## src/rtl/instr_fetch_unit.sv

```systemverilog
// Instruction fetch stage: owns the fetch PC, issues in-order requests to
// instruction memory, and queues returned words as {instr, pc} pairs for decode.
// An execute-stage redirect loads a new PC, flushes the queues, and marks
// in-flight responses for discard. A misaligned redirect target halts fetch.
//
// Ports:
//   clk, rst_n        clock, asynchronous active-low reset
//   imem_req_*        request handshake (imem_addr = current fetch PC)
//   imem_rsp_*        in-order responses, one per accepted request
//   redirect, N_PC,
//   branch_taken,
//   target            next-PC select from execute
//   id_*              head of the instruction queue toward decode
//   fetch_misalign    redirect target was not 4-byte aligned; fetch halted
module instr_fetch_unit #(
  parameter int unsigned     XLEN     = 32,
  parameter logic [XLEN-1:0] RESET_PC = '0,
  parameter int unsigned     DEPTH    = 2
) (
  input  logic            clk,
  input  logic            rst_n,
  output logic            imem_req_valid,
  input  logic            imem_req_ready,
  output logic [XLEN-1:0] imem_addr,
  input  logic            imem_rsp_valid,
  input  logic [31:0]     imem_rsp_data,
  input  logic            redirect,
  input  logic [1:0]      N_PC,
  input  logic            branch_taken,
  input  logic [XLEN-1:0] target,
  output logic            id_valid,
  input  logic            id_ready,
  output logic [31:0]     id_instr,
  output logic [XLEN-1:0] id_pc,
  output logic            fetch_misalign
);

  localparam int unsigned CW = $clog2(DEPTH + 1);
  localparam int unsigned PW = $clog2(DEPTH);
  localparam int unsigned SW = CW + 2;

  logic [XLEN-1:0] fetch_pc_q, fetch_pc_d;
  logic            misalign_q, misalign_d;
  logic            started_q;
  logic [CW-1:0]   count_q, count_d;
  logic [CW-1:0]   out_q, out_d;
  logic [CW-1:0]   drop_q, drop_d;
  logic [PW-1:0]   iq_wr_q, iq_wr_d, iq_rd_q, iq_rd_d;
  logic [PW-1:0]   tq_wr_q, tq_wr_d, tq_rd_q, tq_rd_d;

  logic [31:0]     iq_instr_q [DEPTH];
  logic [XLEN-1:0] iq_pc_q    [DEPTH];
  logic [XLEN-1:0] tq_pc_q    [DEPTH];

  logic            take;
  logic [XLEN-1:0] new_pc;
  logic [SW-1:0]   credit_sum;
  logic            req_fire;
  logic            rsp_live;
  logic            rsp_drop;
  logic            id_pop;

  // Redirect decode: only jumps and taken branches change the PC
  assign take   = redirect && (N_PC[1] || ((N_PC == 2'b01) && branch_taken));
  assign new_pc = (N_PC == 2'b11) ? (target & ~XLEN'(1)) : target;

  // Queued + in-flight + to-be-discarded words must fit the queue
  assign credit_sum = SW'(count_q) + SW'(out_q) + SW'(drop_q);

  // started_q keeps the request low while reset is asserted
  assign imem_req_valid = started_q && !take && !misalign_q && (credit_sum < SW'(DEPTH));
  assign imem_addr      = fetch_pc_q;
  assign req_fire       = imem_req_valid && imem_req_ready;

  assign rsp_drop = imem_rsp_valid && (drop_q != '0);
  assign rsp_live = imem_rsp_valid && (drop_q == '0);

  assign id_valid       = (count_q != '0);
  assign id_pop         = id_valid && id_ready;
  assign id_instr       = id_valid ? iq_instr_q[iq_rd_q] : 32'h0;
  assign id_pc          = id_valid ? iq_pc_q[iq_rd_q] : '0;
  assign fetch_misalign = misalign_q;

  // Next-state for PC, counters and queue pointers
  always_comb begin
    fetch_pc_d = fetch_pc_q;
    misalign_d = misalign_q;
    count_d    = count_q;
    out_d      = out_q;
    drop_d     = drop_q;
    iq_wr_d    = iq_wr_q;
    iq_rd_d    = iq_rd_q;
    tq_wr_d    = tq_wr_q;
    tq_rd_d    = tq_rd_q;

    if (take) begin
      fetch_pc_d = new_pc;
      misalign_d = (new_pc[1:0] != 2'b00);
      count_d    = '0;
      out_d      = '0;
      iq_wr_d    = '0;
      iq_rd_d    = '0;
      tq_wr_d    = '0;
      tq_rd_d    = '0;
      // Every word still owed by memory becomes a discard, less any arriving now
      drop_d     = drop_q + out_q - CW'(imem_rsp_valid);
    end else begin
      if (req_fire) begin
        fetch_pc_d = fetch_pc_q + XLEN'(4);
        tq_wr_d    = tq_wr_q + PW'(1);
      end
      if (rsp_live) begin
        tq_rd_d = tq_rd_q + PW'(1);
        iq_wr_d = iq_wr_q + PW'(1);
      end
      if (rsp_drop) begin
        drop_d = drop_q - CW'(1);
      end
      if (id_pop) begin
        iq_rd_d = iq_rd_q + PW'(1);
      end
      out_d   = out_q + CW'(req_fire) - CW'(rsp_live);
      count_d = count_q + CW'(rsp_live) - CW'(id_pop);
    end
  end

  // Control state
  always_ff @(posedge clk or negedge rst_n) begin
    if (!rst_n) begin
      fetch_pc_q <= RESET_PC;
      misalign_q <= 1'b0;
      started_q  <= 1'b0;
      count_q    <= '0;
      out_q      <= '0;
      drop_q     <= '0;
      iq_wr_q    <= '0;
      iq_rd_q    <= '0;
      tq_wr_q    <= '0;
      tq_rd_q    <= '0;
    end else begin
      fetch_pc_q <= fetch_pc_d;
      misalign_q <= misalign_d;
      started_q  <= 1'b1;
      count_q    <= count_d;
      out_q      <= out_d;
      drop_q     <= drop_d;
      iq_wr_q    <= iq_wr_d;
      iq_rd_q    <= iq_rd_d;
      tq_wr_q    <= tq_wr_d;
      tq_rd_q    <= tq_rd_d;
    end
  end

  // Queue storage; contents are only visible through counted entries
  always_ff @(posedge clk) begin
    if (req_fire) begin
      tq_pc_q[tq_wr_q] <= fetch_pc_q;
    end
    if (!take && rsp_live) begin
      iq_instr_q[iq_wr_q] <= imem_rsp_data;
      iq_pc_q[iq_wr_q]    <= tq_pc_q[tq_rd_q];
    end
  end

endmodule

```

## config.mk

```make
export PLATFORM = sky130hd
export DESIGN_NAME = instr_fetch_unit
export DESIGN_NICKNAME = d
export VERILOG_FILES = /design/src/rtl/instr_fetch_unit.sv
export SDC_FILE = /design/constraint.sdc
export NUM_CORES = 1
export LEC_CHECK = 0
export ABC_AREA = 1
export CAP_MARGIN = 20
export CORE_MARGIN = 3
export CORE_UTILIZATION = 35
export CTS_CLUSTER_DIAMETER = 100
export DETAILED_ROUTE_END_ITERATION = 8
export GPL_TIMING_DRIVEN = 0
export PLACE_DENSITY = 0.59
export SLEW_MARGIN = 0
export SYNTH_ARGS = -nofsm -noshare
export SYNTH_HDL_FRONTEND = slang
export SYNTH_SLANG_ARGS = --single-unit
export TNS_END_PERCENT = 1
```

## constraint.sdc

```tcl
create_clock -name clk -period 4.58 [get_ports clk]
set_input_delay 0.916 -clock clk [delete_from_list [all_inputs] [get_ports clk]]
set_output_delay 0.916 -clock clk [all_outputs]
set_load 0.005 [all_outputs]
```

==> run metrics, run 1 <==
clk_skew=0.0231 ns; Setup crit start kind=flip-flop; routability congestion estimate=0.864; Initial DRC Count=546; Area contributors post-synth=edfxtp_1 56%, nand2_1 11%, dfrtp_1 11%; Total GRT Usage=0.158; Synth Cell Area=10200 um^2; per-cell routed wire length=16.1 um; Net Switching=2.62 mW; DP Area=12600 um^2; area leader, netlist=edfxtp_1; chip height=177 um; Clock Power Share=0.235; register area share after synthesis=0.672; critical path's top delay family=adder cells; wirelength, routed=24.7 mm; ys flop type=edfxtp_1; Hold Path Class=in -> async; Comb power frac=0.354; fin crit share=0.809; Finished Cell Area=13300 um^2; Final Hold Fails=0; post_cts resized=0; antenna cells=0; Setup Buffers After CTS=0; Num Clock Sinks=236; Critical Path End Type=output pin; IO buf count=171; vias in the first global route=6915; asr flop ratio synth=0.186; worst path cell trace=inv_1, fa_1, inv_1, ha_1, inv_1, nand4_4, nor2_4, clkdlybuf4s50_1; via count=7106; via density per instance=4.62; unrepaired setup endpoints after global routing=false; first-pass GRT wire length=38.6 mm; most numerous cell in the Yosys netlist=nand2_1; Hold Slack=0.251 ns; CTS Buf Count=25; fraction of layout cells with a size suffix above 1=0.105; antenna-violating nets left=0; initial antenna violation count=0; sequential share of power=0.410; largest net degree at the start of global routing=37; FF-to-FF path depth=10; critical path data arrival time=2.79 ns; IO Pins=172; syn avg cell area=10.9 um^2; switching share of power=0.337; P_int=5.17 mW; Initial Util=0.362; htree depth=1; Max Root-Sink Buffers=3; CTS tree=built; pwr dens=585 nW/um^2; Post-synth EDFFs=192; Finish-stage setup viols=0; Rows=61; worst slew pin tran=0.635 ns; static leakage=5.01 nW; worst path required time=3.66 ns; Synthesis Warnings=0; latest clock arrival within the worst-skew pair=0.52 ns; register bit total from synthesis=236; post-synthesis cell count=937; crit-path max cell delay=0.53 ns; grt ovf=0; CP max FO=4; Fmax=270 MHz; Buf/Inv on CP=4; Distinct cells, synth=34; Worst VDD drop=0.295 mV; core area=28200 um^2; clock root buffer=clkbuf_16; # hold bufs at CTS=0; Area Growth Syn to Fin=30.4%; Worst path slowest cell=fa_1; Clk pin slew, worst setup/hold paths=0.06 ns; final std cells w/o fill=1538; placed cells=1493; Final Max Slew Viols=0; first-pass detailed-route iteration total=5; Setup CP Type=reg -> out; post-synth net total=1021; Stages on worst setup path=8; most frequent cells after synthesis=308 x nand2_1, 192 x edfxtp_1, 85 x nor2_1, 67 x a21oi_1, 53 x inv_1; Max Cap Viol=0; Die W=177 um; Die ar.=31300 um^2; slew margin rel.=0.577; status=finished, final reports clean; top cell type's share of synthesized area=0.564; hpwl dp=17.5 mm; total power draw=7.79 mW; CP dominant cell by count=inv_1; Fill cells=2559; DRC=0; final core utilization=0.472; min Tclk post-route=3.71 ns; Final Net Count=1226
==> per-stage QoR <==
step           TNS [ns]  setup slack (ns)
2_1_floorplan     -2.73           -0.0213
3_3_place_gp    -333.86             -2.52
3_5_place_dp          0              1.07
4_1_cts               0             0.832
5_1_grt               0             0.763
6_report              0             0.874
==> path summary, 6_finish.rpt <==
path,startpoint,end,slack [ns]
min in group clk,imem_addr[1]$_DFFE_PN0P_,tq_pc_q[1][1]$_DFFE_PP_,0.51
worst max-delay path,count_q[1]$_DFF_PN0_,imem_req_valid,0.87
worst max register to register,count_q[1]$_DFF_PN0_,tq_pc_q[0][23]$_DFFE_PP_,1.58
worst min-delay path,rst_n,imem_addr[3]$_DFFE_PN0P_,0.25
worst min register to register,imem_addr[1]$_DFFE_PN0P_,tq_pc_q[1][1]$_DFFE_PP_,0.51
max in group asynchronous,rst_n,imem_addr[18]$_DFFE_PN0P_,3.83
==> layout make-up <==
type                            instances  area [um^2]  share of cell area
Sequential cell                       236         6870               0.516
Multi-Input combinational cell        608         2990               0.224
Timing Repair Buffer                  178         1860               0.140
Clock buffer                           32          672              0.0504
Tap cell                              378          473              0.0355
Inverter                               56          210              0.0158
Buffer                                 37          178              0.0133
Clock inverter                         13         68.8             0.00517
==> power by group through the flow <==
stage                     Sequential, mW  Combinational [mW]  Clock, mW
after floorplan                     3.11                1.39          0
after global placement              3.24                2.72          0
after detailed placement            3.23                2.79          0
after CTS                           3.20                2.81       1.88
after global routing                3.25                3.08       1.96
final                               3.19                2.76       1.83
==> logic make-up (layout without fill, tap and decap cells) <==
logic type                 count (synthesis)  in the layout  synth area share
and+or+nand+nor                          461            461             0.184
DFF                                      236            236             0.672
AOI/OAI and AO/OA                         95             95            0.0489
buffers and inverters                     93            316            0.0380
muxes                                     32             32            0.0353
adders and majority gates                 11             11            0.0142
xor gates and xnor gates                   8              8           0.00686
other                                      1              1          0.000367
==> sequential cells by signal, summed over array words and instances, names as in the netlist <==
signal	flops
count_q	2
drop_q	2
fetch_misalign	1
imem_addr	32
iq_instr_q	64
iq_pc_q	64
iq_rd_q	1
iq_wr_q	1
out_q	2
started_q	1
tq_pc_q	64
tq_rd_q	1
tq_wr_q	1
==> placed cells by master, fill, tap and decap left out, types with 2 or more instances in the layout <==
cell type,instances
o21bai_1,2
nor2_4,9
xor2_1,4
or2_2,3
nor2_1,81
clkbuf_16,25
inv_1,53
a21oi_1,67
buf_6,2
buf_16,2
clkbuf_8,2
clkinv_2,7
nand2_2,4
nand3_1,47
clkbuf_1,17
xnor2_1,4
o21ai_0,21
inv_2,3
nor2_2,5
mux2_2,32
dfrtp_1,44
nand2_1,308
ha_1,10
clkinv_1,3
clkdlybuf4s50_1,170
edfxtp_1,192
buf_12,5
clkinvlp_4,3
buf_1,6
buf_2,17
==> metal layers <==
layer | global-route usage | routed length [um] | vias to the layer above
met5 | 0 | 0 | -
met4 | 0.0360 | 380 | 0
met3 | 0.0275 | 1610 | 30
met2 | 0.259 | 11500 | 207
met1 | 0.220 | 11200 | 3312
li1 | - | - | 3557
==> worst register-to-register path, cell delays in order (launching register included) <==
cell	delay, ns
dfrtp_1	0.40
inv_1	0.08
fa_1	0.53
inv_1	0.05
ha_1	0.28
inv_1	0.09
nand4_4	0.15
nor2_4	0.16
nand2_1	0.21
nor2_4	0.48
buf_16	0.24
Note: power is estimated with default switching activity, not from simulation.
==> run 2, diff against run 1 <==
PLACE_DENSITY = 0.61   (was 0.59)
clock period = 3.3 ns   (was 4.58 ns; I/O delays follow)
==> run 2 against run 1 <==
Compared with the run above: first-iteration DRC count decreased by 10%; non-clock buffer count increased by 6; hold slack got worse by 0.24 ns; critical endpoint is now id_pc[14].
==> run metrics, run 2 (synthesis results as in run 1) <==
worst path required time=2.64 ns; Setup crit start kind=flip-flop; Fmax=321 MHz; vias in the first global route=7163; Rows=61; commonest non-fill, non-tap cell in the layout=nand2_1; first-pass GRT wire length=39.1 mm; Final Max Slew Viols=0; CTS Buf Count=25; via count=7188; static leakage=5.12 nW; Buf/Inv on CP=3; Die W=177 um; worst slew pin tran=0.550 ns; min Tclk post-route=3.11 ns; clock root buffer=clkbuf_16; routability congestion estimate=0.889; total power draw=11.1 mW; Max Cap Viol=0; DRC=0; Critical Path End Type=output pin; pwr dens=825 nW/um^2; Clk pin slew, worst setup/hold paths=0.06 ns; critical path data arrival time=2.45 ns; grt ovf=0; multi-input logic area=2990 um^2; critical path's top delay family=buffers and inverters; crit-path max cell delay=0.58 ns; Initial DRC Count=489; Finish-stage setup viols=0; pre-CTS setup slack=0.0335 ns; largest net degree at the start of global routing=37; IO Pins=172; final core utilization=0.477; initial antenna violation count=0; Fill cells=2566; CTS tree=built; Max Root-Sink Buffers=3; Area Growth Syn to Fin=31.8%; clk_skew=0.00804 ns; fraction of layout cells with a size suffix above 1=0.114; htree depth=1; via density per instance=4.66; Final Hold Fails=0; Die ar.=31300 um^2; Hold Slack=0.0156 ns; IO buf count=171; register area=6870 um^2; DP Area=12600 um^2; unrepaired setup endpoints after global routing=false; latest clock arrival within the worst-skew pair=0.51 ns; chip height=177 um; antenna cells=0; biggest regs=iq_instr_q: 64 flops, iq_pc_q: 64 flops, tq_pc_q: 64 flops; fin crit share=0.944; wirelength, routed=25.1 mm; slew margin rel.=0.633; Total GRT Usage=0.159; most frequent cells in the layout=308 x nand2_1, 192 x edfxtp_1, 169 x clkdlybuf4s50_1; CP max FO=10; Final Net Count=1232; Num Clock Sinks=236; hpwl dp=17.5 mm; worst path cell trace=inv_2, clkbuf_1, nand2_1, a21oi_1, clkdlybuf4s50_1; Initial Util=0.362; status=finished, final reports clean; core area=28200 um^2; Finished Cell Area=13500 um^2; first-pass detailed-route iteration total=5; PnR worst setup slack=0.186 ns; Hold Path Class=in -> async; Worst VDD drop=0.346 mV; Setup CP Type=reg -> out; per-cell routed wire length=16.3 um; Worst path slowest cell=clkdlybuf4s50_1; antenna-violating nets left=0
run 2: cell types whose count changed in the layout (fill, tap and decap cells not counted), moves of 2 or more:
cell / delta
buf_1: -5
buf_2: +5
buf_4: +6
bufinv_16: +3
clkbuf_1: +2
clkbuf_8: +2
clkinv_2: -3
clkinvlp_4: -3
run 2: area by class of cell:
| cell class | count | area share |
|---|---|---|
| flip-flops and latches | 236 | 0.510 |
| repair buffers | 184 | 0.142 |
| multi-input cells | 608 | 0.222 |
| clock inverters | 9 | 0.00874 |
| clock buffers | 36 | 0.0525 |
| inverters | 56 | 0.0156 |
| plain buffers | 37 | 0.0137 |
| well taps | 378 | 0.0351 |
run 2: worst paths after layout:
check,endpoint,slack (ns),cells past startpoint,startpoint
max,id_pc[14],0.19,5,iq_rd_q$_DFFE_PN0P_
min,imem_addr[4]$_DFFE_PN0P_,0.02,1,rst_n
max reg2reg,tq_pc_q[0][13]$_DFFE_PP_,0.43,10,count_q[1]$_DFF_PN0_
min reg2reg,tq_pc_q[0][0]$_DFFE_PP_,0.51,0,imem_addr[0]$_DFFE_PN0P_
max in group asynchronous,imem_addr[20]$_DFFE_PN0P_,2.79,2,rst_n
min in group clk,tq_pc_q[0][0]$_DFFE_PP_,0.51,0,imem_addr[0]$_DFFE_PN0P_
run 2: routing by layer:
metal / GRT usage / up-vias / wire (um)
li1: - / 3569 / -
met4: 0.0478 / 0 / 624
met2: 0.255 / 222 / 11500
met1: 0.226 / 3352 / 11600
met5: 0 / - / 0
met3: 0.0208 / 45 / 1370
run 2: per-stage QoR:
step | cells | TNS [ns]
after floorplan | 937 | -147.15
after global placement | 1486 | -530.78
after detailed placement | 1493 | 0
after CTS | 1538 | -0.143
after global routing | 1544 | 0
final | 1544 | 0
run 2: power breakdown:
group	switching (mW)	internal, mW
Sequential	0.530	3.90
Combinational	2.01	1.88
Clock	1.07	1.71
run 2: timing repair:
action	4_1_cts	5_1_grt
buffers inserted	0	6
pin swaps	0	1
endpoints found under the hold margin	0	0
hold buffers	0	0
endpoints found under the setup margin	51	1
resized for setup	5	2
==> run 3, diff against run 2 <==
CELL_PAD_IN_SITES_DETAIL_PLACEMENT = 1   (was not set)
CELL_PAD_IN_SITES_GLOBAL_PLACEMENT = 2   (was not set)
CORE_UTILIZATION = 31   (was 35)
PLACE_DENSITY = 0.78   (was 0.61)
==> run 3 against run 2 <==
Compared with the run above: largest power group unchanged; clock skew up 0.0063 ns; total power up 1.3%; hold slack better by 0.14 ns; die area rose by 12%; highest routed layer unchanged; register-to-register slack lost 0.16 ns; sequential share of layout area down 0.21 points; cell area increased by 0.42%; sequential cell count did not move; via count rose by 1.1%; sequential power about the same.
==> run metrics, run 3 (synthesis results as in run 1) <==
grt ovf=0; antenna cells=0; IO buf count=171; Hold Slack=0.156 ns; hpwl dp=20.1 mm; latest clock arrival within the worst-skew pair=0.51 ns; Die ar.=35200 um^2; via count=7264; vias in the first global route=7749; clock root buffer=clkbuf_16; Net Switching=3.77 mW; largest net degree at the start of global routing=30; GRT met3 Usage=0.0194; unrepaired setup endpoints after global routing=false; Total GRT Usage=0.157; wirelength, routed=27.6 mm; Worst path slowest cell=fa_1; Setup CP Type=reg -> out; CP dominant cell by count=inv_1; core area=32000 um^2; fraction of layout cells with a size suffix above 1=0.118; Setup crit start kind=flip-flop; register area=6870 um^2; crit-path max cell delay=0.54 ns; multi-input logic area=2990 um^2; Max Cap Viol=0; Rows=65; per-cell routed wire length=17.3 um; CTS Buf Count=25; Hold Path Class=in -> async; static leakage=5.09 nW; commonest non-fill, non-tap cell in the layout=nand2_1; worst slew pin tran=0.623 ns; antenna-violating nets left=0; biggest regs=iq_instr_q: 64 flops, iq_pc_q: 64 flops, tq_pc_q: 64 flops; htree depth=1; total power draw=11.3 mW; first-pass GRT wire length=43.8 mm; Area Growth Syn to Fin=32.3%; Num Clock Sinks=236; Clk pin slew, worst setup/hold paths=0.06 ns; Critical Path End Type=output pin; grt peak-use layer=met2; fin crit share=0.940; initial antenna violation count=0; pwr dens=833 nW/um^2; Die W=188 um; met1 Track Usage GR=0.215; critical path data arrival time=2.44 ns; routability congestion estimate=0.764; Fmax=322 MHz; Final Max Slew Viols=0; Initial Util=0.319; Worst VDD drop=0.345 mV; Fill cells=3553; most frequent cells in the layout=308 x nand2_1, 192 x edfxtp_1, 169 x clkdlybuf4s50_1; chip height=188 um; Initial DRC Count=281; Clock Power Share=0.255; DRC=0; Max Root-Sink Buffers=3; worst path cell trace=inv_1, fa_1, inv_1, ha_1, inv_2, nand4_4, nor2_4, dlygate4sd2_1; status=finished, final reports clean; switching share of power=0.335; worst path required time=2.64 ns; CP max FO=3; via density per instance=4.55; CTS tree=built; Finish-stage setup viols=0; slew margin rel.=0.585; IO Pins=172; Comb power frac=0.349; first-pass detailed-route iteration total=5; Final Hold Fails=0; sequential share of power=0.396; P_int=7.49 mW; min Tclk post-route=3.10 ns; Final Net Count=1229; clk_skew=0.0143 ns; met2 Use GR=0.267
[run 3: power by group through the flow]
stage                     clock network [mW]  registers [mW]  logic [mW]
after floorplan                            0            4.32        1.92
after global placement                     0            4.52        3.81
after detailed placement                   0            4.52        3.97
after CTS                               2.95            4.47        4.03
after global routing                    3.06            4.55        4.41
final                                   2.87            4.46        3.92
[run 3: final cells by class]
class,count,area share
multi-input cells,608,0.221
flip-flops and latches,236,0.508
inverters,56,0.0156
repair buffers,181,0.138
well taps,435,0.0403
clock buffers,31,0.0509
clock inverters,14,0.0121
plain buffers,37,0.0137
[run 3: worst max-delay path, delay by kind of cell (launching register included)]
| family | cells | cell delay (ns) |
|---|---|---|
| buffers and inverters | 4 | 0.43 |
| AND/OR/NAND/NOR | 2 | 0.27 |
| adder cells (fa/ha/maj) | 2 | 0.83 |
| flip-flops | 1 | 0.41 |
[run 3: timing repair]
action | 4_1_cts | 5_1_grt
endpoints found under the setup margin | 6 | 46
hold buffers | 0 | 0
resized for setup | 3 | 6
pin swaps | 2 | 0
buffers inserted | 3 | 0
[run 3: per-stage QoR]
stage          worst slack [ns]  instance area [um^2]  utilization  setup TNS [ns]  instances
2_1_floorplan             -1.05                 10200            -         -147.15        937
3_3_place_gp              -3.41                 12500        0.389         -512.21       1543
3_5_place_dp           -0.00298                 12600        0.394         -0.0488       1550
4_1_cts                 0.00678                 13500        0.422               0       1598
5_1_grt                 0.00425                 13500        0.422               0       1598
6_report                  0.197                 13500        0.422               0       1598
[run 3: worst paths after layout]
check                                         start                         to  slack (ns)  cells past startpoint
max                            count_q[1]$_DFF_PN0_             imem_req_valid        0.20                      8
max in group asynchronous                     rst_n  imem_addr[16]$_DFFE_PN0P_        2.59                      2
min in group clk           imem_addr[0]$_DFFE_PN0P_    tq_pc_q[0][0]$_DFFE_PP_        0.54                      0
min reg2reg                imem_addr[0]$_DFFE_PN0P_    tq_pc_q[0][0]$_DFFE_PP_        0.54                      0
max reg2reg                    count_q[1]$_DFF_PN0_         out_q[1]$_DFF_PN0_        0.27                     15
min                                           rst_n   imem_addr[4]$_DFFE_PN0P_        0.16                      1
[run 3: layer usage]
layer  vias up  part of all wire
met3        29             0.038
met5         -                 0
met2       156              0.47
met1      3520              0.47
li1       3559                 -
met4         0             0.016
==> RTL change 1, RTL diff (flow settings as in run 1) <==
Set the parameter `XLEN` to 16 (it was 32).
--- a/src/rtl/instr_fetch_unit.sv
+++ b/src/rtl/instr_fetch_unit.sv
@@ -13,7 +13,7 @@
 //   id_*              head of the instruction queue toward decode
 //   fetch_misalign    redirect target was not 4-byte aligned; fetch halted
 module instr_fetch_unit #(
-  parameter int unsigned     XLEN     = 32,
+  parameter int unsigned     XLEN     = 16,
   parameter logic [XLEN-1:0] RESET_PC = '0,
   parameter int unsigned     DEPTH    = 2
 ) (
Interface: changed (resized id_pc, imem_addr and target); port bits go from 172 to 124. No check against the original RTL was run, so the function may have changed too.
==> RTL change 1 against run 1 <==
  * Design area is 34% lower
  * Total power shrank 34%
  * Sequential share of layout area is 0.095 points higher
  * Largest power group unchanged
  * Routed wire length decreased by 40%
  * Worst hold slack improved by 310 ps
  * Worst setup slack better by 130 ps
  * Sequential cell count down 80
  * Die area is 34% lower
  * Area after synthesis decreased by 36%
  * Non-clock buffer count is 62 lower
  * Global-route usage shrank 0.99 points
==> RTL change 1: results (changes against run 1) <==
* H-tree Lvls at 4 (was 1)
* Inst Count DP at 934 (was 1493)
* Met2 Usage GRT at 0.243 (was 0.259)
* DP Worst Slack at 1110 ps (was 1070 ps)
* CP arrival at 2660 ps (was 2790 ps)
* Biggest regs: iq_instr_q x64, iq_pc_q x32, tq_pc_q x32 (was iq_instr_q x64, iq_pc_q x64, tq_pc_q x64)
* Total power at 5140 µW (was 7790 µW)
* Compound-gate portion of the synthesized area at 0.0549 (was 0.0489)
* Final nets at 792 (was 1226)
* Placed cell areas at 8230 µm² (was 12600 µm²)
* Slew HR at 0.426 (was 0.577)
* Pleak at 0.00338 µW (was 0.00501 µW)
* Top area cells in the synthesized netlist: edfxtp_1 58%, nand2_1 11%, dfrtp_1 11% (was edfxtp_1 56%, nand2_1 11%, dfrtp_1 11%)
* Reg2reg setup slack at 1340 ps (was 1580 ps)
* Number of global-route vias before repair at 4684 (was 6915)
* Port Buf Inserts at 123 (was 171)
* Share of cells above drive strength 1 at 0.106 (was 0.105)
* Synth Area in Adders at 0.0220 (was 0.0142)
* Synth Area in XOR/XNOR at 0.00931 (was 0.00686)
* Syn Nets at 644 (was 1021)
* Status: complete, no violations (unchanged)
* Routability cong. at 0.787 (was 0.864)
* Grt met1 use at 0.195 (was 0.220)
* Clock Latency Late Sink at 410 ps (was 520 ps)
* M3 GR Usage at 0.0392 (was 0.0275)
* Min-delay worst type: flop to flop (was primary input to asynchronous set/reset pin)
* Hold_sp: imem_addr[0]$_DFFE_PN0P_
* CTS buffer count at 17 (was 25)
* Fill cells at 1631 (was 2559)
* Post-synth EDFFs at 128 (was 192)
* Asr flop ratio synth at 0.179 (was 0.186)
* Total track usage at 0.148 (was 0.158)
* Synth unique cells at 31 (was 34)
* Final Skew at 7.74 ps (was 23.1 ps)
* Max Buffers Root-to-Sink at 2 (was 3)
* Vias/cell at 4.73 (was 4.62)
* Hold slack final at 558 ps (was 251 ps)
* Synth cell count leaders: 193 x nand2_1, 128 x edfxtp_1, 48 x a21oi_1 (was 308 x nand2_1, 192 x edfxtp_1, 85 x nor2_1)
* Reg2Reg Capture Point: tq_pc_q[0][14]$_DFFE_PP_ (was tq_pc_q[0][23]$_DFFE_PP_)
* Dpl hpwl at 10.5 mm (was 17.5 mm)
* DR iter-0 viols at 189 (was 546)
* Worst VDD drop at 331 µV (was 295 µV)
* CP max FO at 3 (was 4)
* Vias at 4573 (was 7106)
* Synthesized instance count at 576 (was 937)
RTL change 1: cell types whose count changed in the layout (fill, tap and decap cells not counted), sizes merged, moves of 18 or more:
cell,run 1,this run
nor2,95,35
edfxtp,192,128
a21oi,67,49
inv,56,38
clkdlybuf4s50,170,123
nand3,47,21
nand2,312,194
RTL change 1: metal layers:
| metal | share of wire | up-vias | wire length (µm) |
|---|---|---|---|
| met4 | 0.011 | 0 | 166 |
| met2 | 0.47 | 155 | 6880 |
| met3 | 0.063 | 12 | 925 |
| li1 | - | 2248 | - |
| met5 | 0 | - | 0 |
| met1 | 0.46 | 2158 | 6790 |
RTL change 1: worst max-delay path by stage:
stage	slack (ps)	from	to
6_report	1010	count_q[1]$_DFF_PN0_	imem_req_valid
5_1_grt	850	count_q[1]$_DFF_PN0_	imem_req_valid
4_1_cts	970	count_q[1]$_DFF_PN0_	imem_req_valid
3_5_place_dp	1110	N_PC[0]	imem_req_valid
3_3_place_gp	-1210	N_PC[0]	iq_instr_q[0][10]$_DFFE_PP_
2_1_floorplan	690	N_PC[0]	iq_instr_q[0][0]$_DFFE_PP_
RTL change 1: cell type report:
class / instances / area, µm² / area share
Sequential cell: 156 / 4540 / 0.516
Clock buffer: 18 / 429 / 0.0488
Multi-Input combinational cell: 361 / 1810 / 0.206
Buffer: 24 / 118 / 0.0134
Timing Repair Buffer: 129 / 1340 / 0.152
Clock inverter: 14 / 144 / 0.0164
Inverter: 35 / 131 / 0.0149
Tap cell: 229 / 287 / 0.0326
RTL change 1: report_power, final:
group | internal [µW] | switching (µW)
sequential | 1800 | 195
combinational | 885 | 922
clock | 801 | 535
==> RTL change 2, RTL diff (settings of run 1) <==
Without the edit above. Register the input `target` before use. The logic sees it one clock later. The other inputs are not delayed to match.
--- a/src/rtl/instr_fetch_unit.sv
+++ b/src/rtl/instr_fetch_unit.sv
@@ -39,6 +39,12 @@
   localparam int unsigned PW = $clog2(DEPTH);
   localparam int unsigned SW = CW + 2;
 
+  logic [XLEN-1:0] target_q;
+
+  always_ff @(posedge clk) begin
+    target_q <= target;
+  end
+
   logic [XLEN-1:0] fetch_pc_q, fetch_pc_d;
   logic            misalign_q, misalign_d;
   logic            started_q;
@@ -62,7 +68,7 @@
 
   // Redirect decode: only jumps and taken branches change the PC
   assign take   = redirect && (N_PC[1] || ((N_PC == 2'b01) && branch_taken));
-  assign new_pc = (N_PC == 2'b11) ? (target & ~XLEN'(1)) : target;
+  assign new_pc = (N_PC == 2'b11) ? (target_q & ~XLEN'(1)) : target_q;
 
   // Queued + in-flight + to-be-discarded words must fit the queue
   assign credit_sum = SW'(count_q) + SW'(out_q) + SW'(drop_q);
Formal check against the unedited RTL: not equivalent (Yosys sat finds a counterexample within 4 cycles, from zero or initial values and one cycle with rst_n low).
==> RTL change 2 against run 1 <==
  * Register-to-register slack lost 90 ps
  * Routed wire length increased by 3.7%
  * Maximum frequency decreased by 3.1%
  * Critical endpoint unchanged
  * First-iteration DRC count decreased by 17%
  * Critical path type unchanged
  * Area after synthesis up 7.2%
  * Non-clock buffer count grew 1
  * Die area rose by 7.0%
  * Design area is 6.7% higher
  * Total power up 7.6%
  * Sequential cell count rose by 32
  * Largest power group unchanged
  * Worst setup slack worse by 120 ps
  * Highest routed layer unchanged
==> RTL change 2: results (changes against run 1) <==
* Status: complete, no violations (unchanged)
* Pleak at 0.00547 µW (was 0.00501 µW)
* DR iter-0 viols at 454 (was 546)
* CTS buffer count at 29 (was 25)
* Synth unique cells at 36 (was 34)
* Mux contribution to synthesized area at 0.0329 (was 0.0353)
* Storage element area at 7510 µm² (was 6870 µm²)
* Synth Area in XOR/XNOR at 0.00640 (was 0.00686)
* Synthesized instance count at 973 (was 937)
* Final instance area at 14200 µm² (was 13300 µm²)
* Final min period at 3820 ps (was 3710 ps)
* Final nets at 1265 (was 1226)
* Final Skew at 7.44 ps (was 23.1 ps)
* Routed wire length at 25.6 mm (was 24.7 mm)
* Vias at 7396 (was 7106)
* Slew HR at 0.380 (was 0.577)
* Dpl hpwl at 18.1 mm (was 17.5 mm)
* Grt met1 use at 0.215 (was 0.220)
* M3 GR Usage at 0.0288 (was 0.0275)
* First-pass GRT wire length at 40.5 mm (was 38.6 mm)
* Worst r2r path cells at 9 (was 10)
* Non-clock buffers at 216 (was 215)
* Pre-antenna DRT Iters at 4 (was 5)
* Routability cong. at 0.839 (was 0.864)
* Met2 WL at 11.8 mm (was 11.5 mm)
* Reg2reg setup slack at 1490 ps (was 1580 ps)
* Clock buffer cells at 37 (was 32)
* Worst VDD drop at 254 µV (was 295 µV)
* Seq/Total Area, Yosys at 0.686 (was 0.672)
* Synth Area in Adders at 0.0133 (was 0.0142)
* Reg2Reg Capture Point: tq_pc_q[1][23]$_DFFE_PP_ (was tq_pc_q[0][23]$_DFFE_PP_)
* Total track usage at 0.153 (was 0.158)
* Final clock-cell share at 0.0629 (was 0.0556)
* Met2 Usage GRT at 0.250 (was 0.259)
* Met3 wire length at 1.85 mm (was 1.61 mm)
* Multi-input gate area at 3060 µm² (was 2990 µm²)
* CP arrival at 2910 ps (was 2790 ps)
* Wl on met1 at 11.6 mm (was 11.2 mm)
* Top area cells in the synthesized netlist: edfxtp_1 53%, nand2_1 10%, dfrtp_1 10% (was edfxtp_1 56%, nand2_1 11%, dfrtp_1 11%)
* Fill cells at 2792 (was 2559)
* Share of cells above drive strength 1 at 0.107 (was 0.105)
* Synth cell count leaders: 297 x nand2_1, 192 x edfxtp_1, 84 x nor2_1 (was 308 x nand2_1, 192 x edfxtp_1, 85 x nor2_1)
## RTL change 2: how the worst min path moves through the flow
stage                        startpoint                         to  slack [ps]  cells after the start
floorplan           target_q[1]$_DFF_P_   imem_addr[1]$_DFFE_PN0P_         420                      2
global placement    target_q[1]$_DFF_P_   imem_addr[1]$_DFFE_PN0P_         450                      2
detailed placement  target_q[1]$_DFF_P_   imem_addr[1]$_DFFE_PN0P_         460                      2
CTS                               rst_n  imem_addr[28]$_DFFE_PN0P_         300                      1
global route                      rst_n  imem_addr[28]$_DFFE_PN0P_         310                      1
finish                            rst_n  imem_addr[24]$_DFFE_PN0P_         310                      1
## RTL change 2: power by group through the flow
stage          combinational, µW  clock (µW)  sequential (µW)
6_report                    2730        2180             3460
5_1_grt                     3070        2350             3520
4_1_cts                     2800        2240             3470
3_5_place_dp                2780           0             3520
3_3_place_gp                2690           0             3520
2_1_floorplan               1380           0             3390
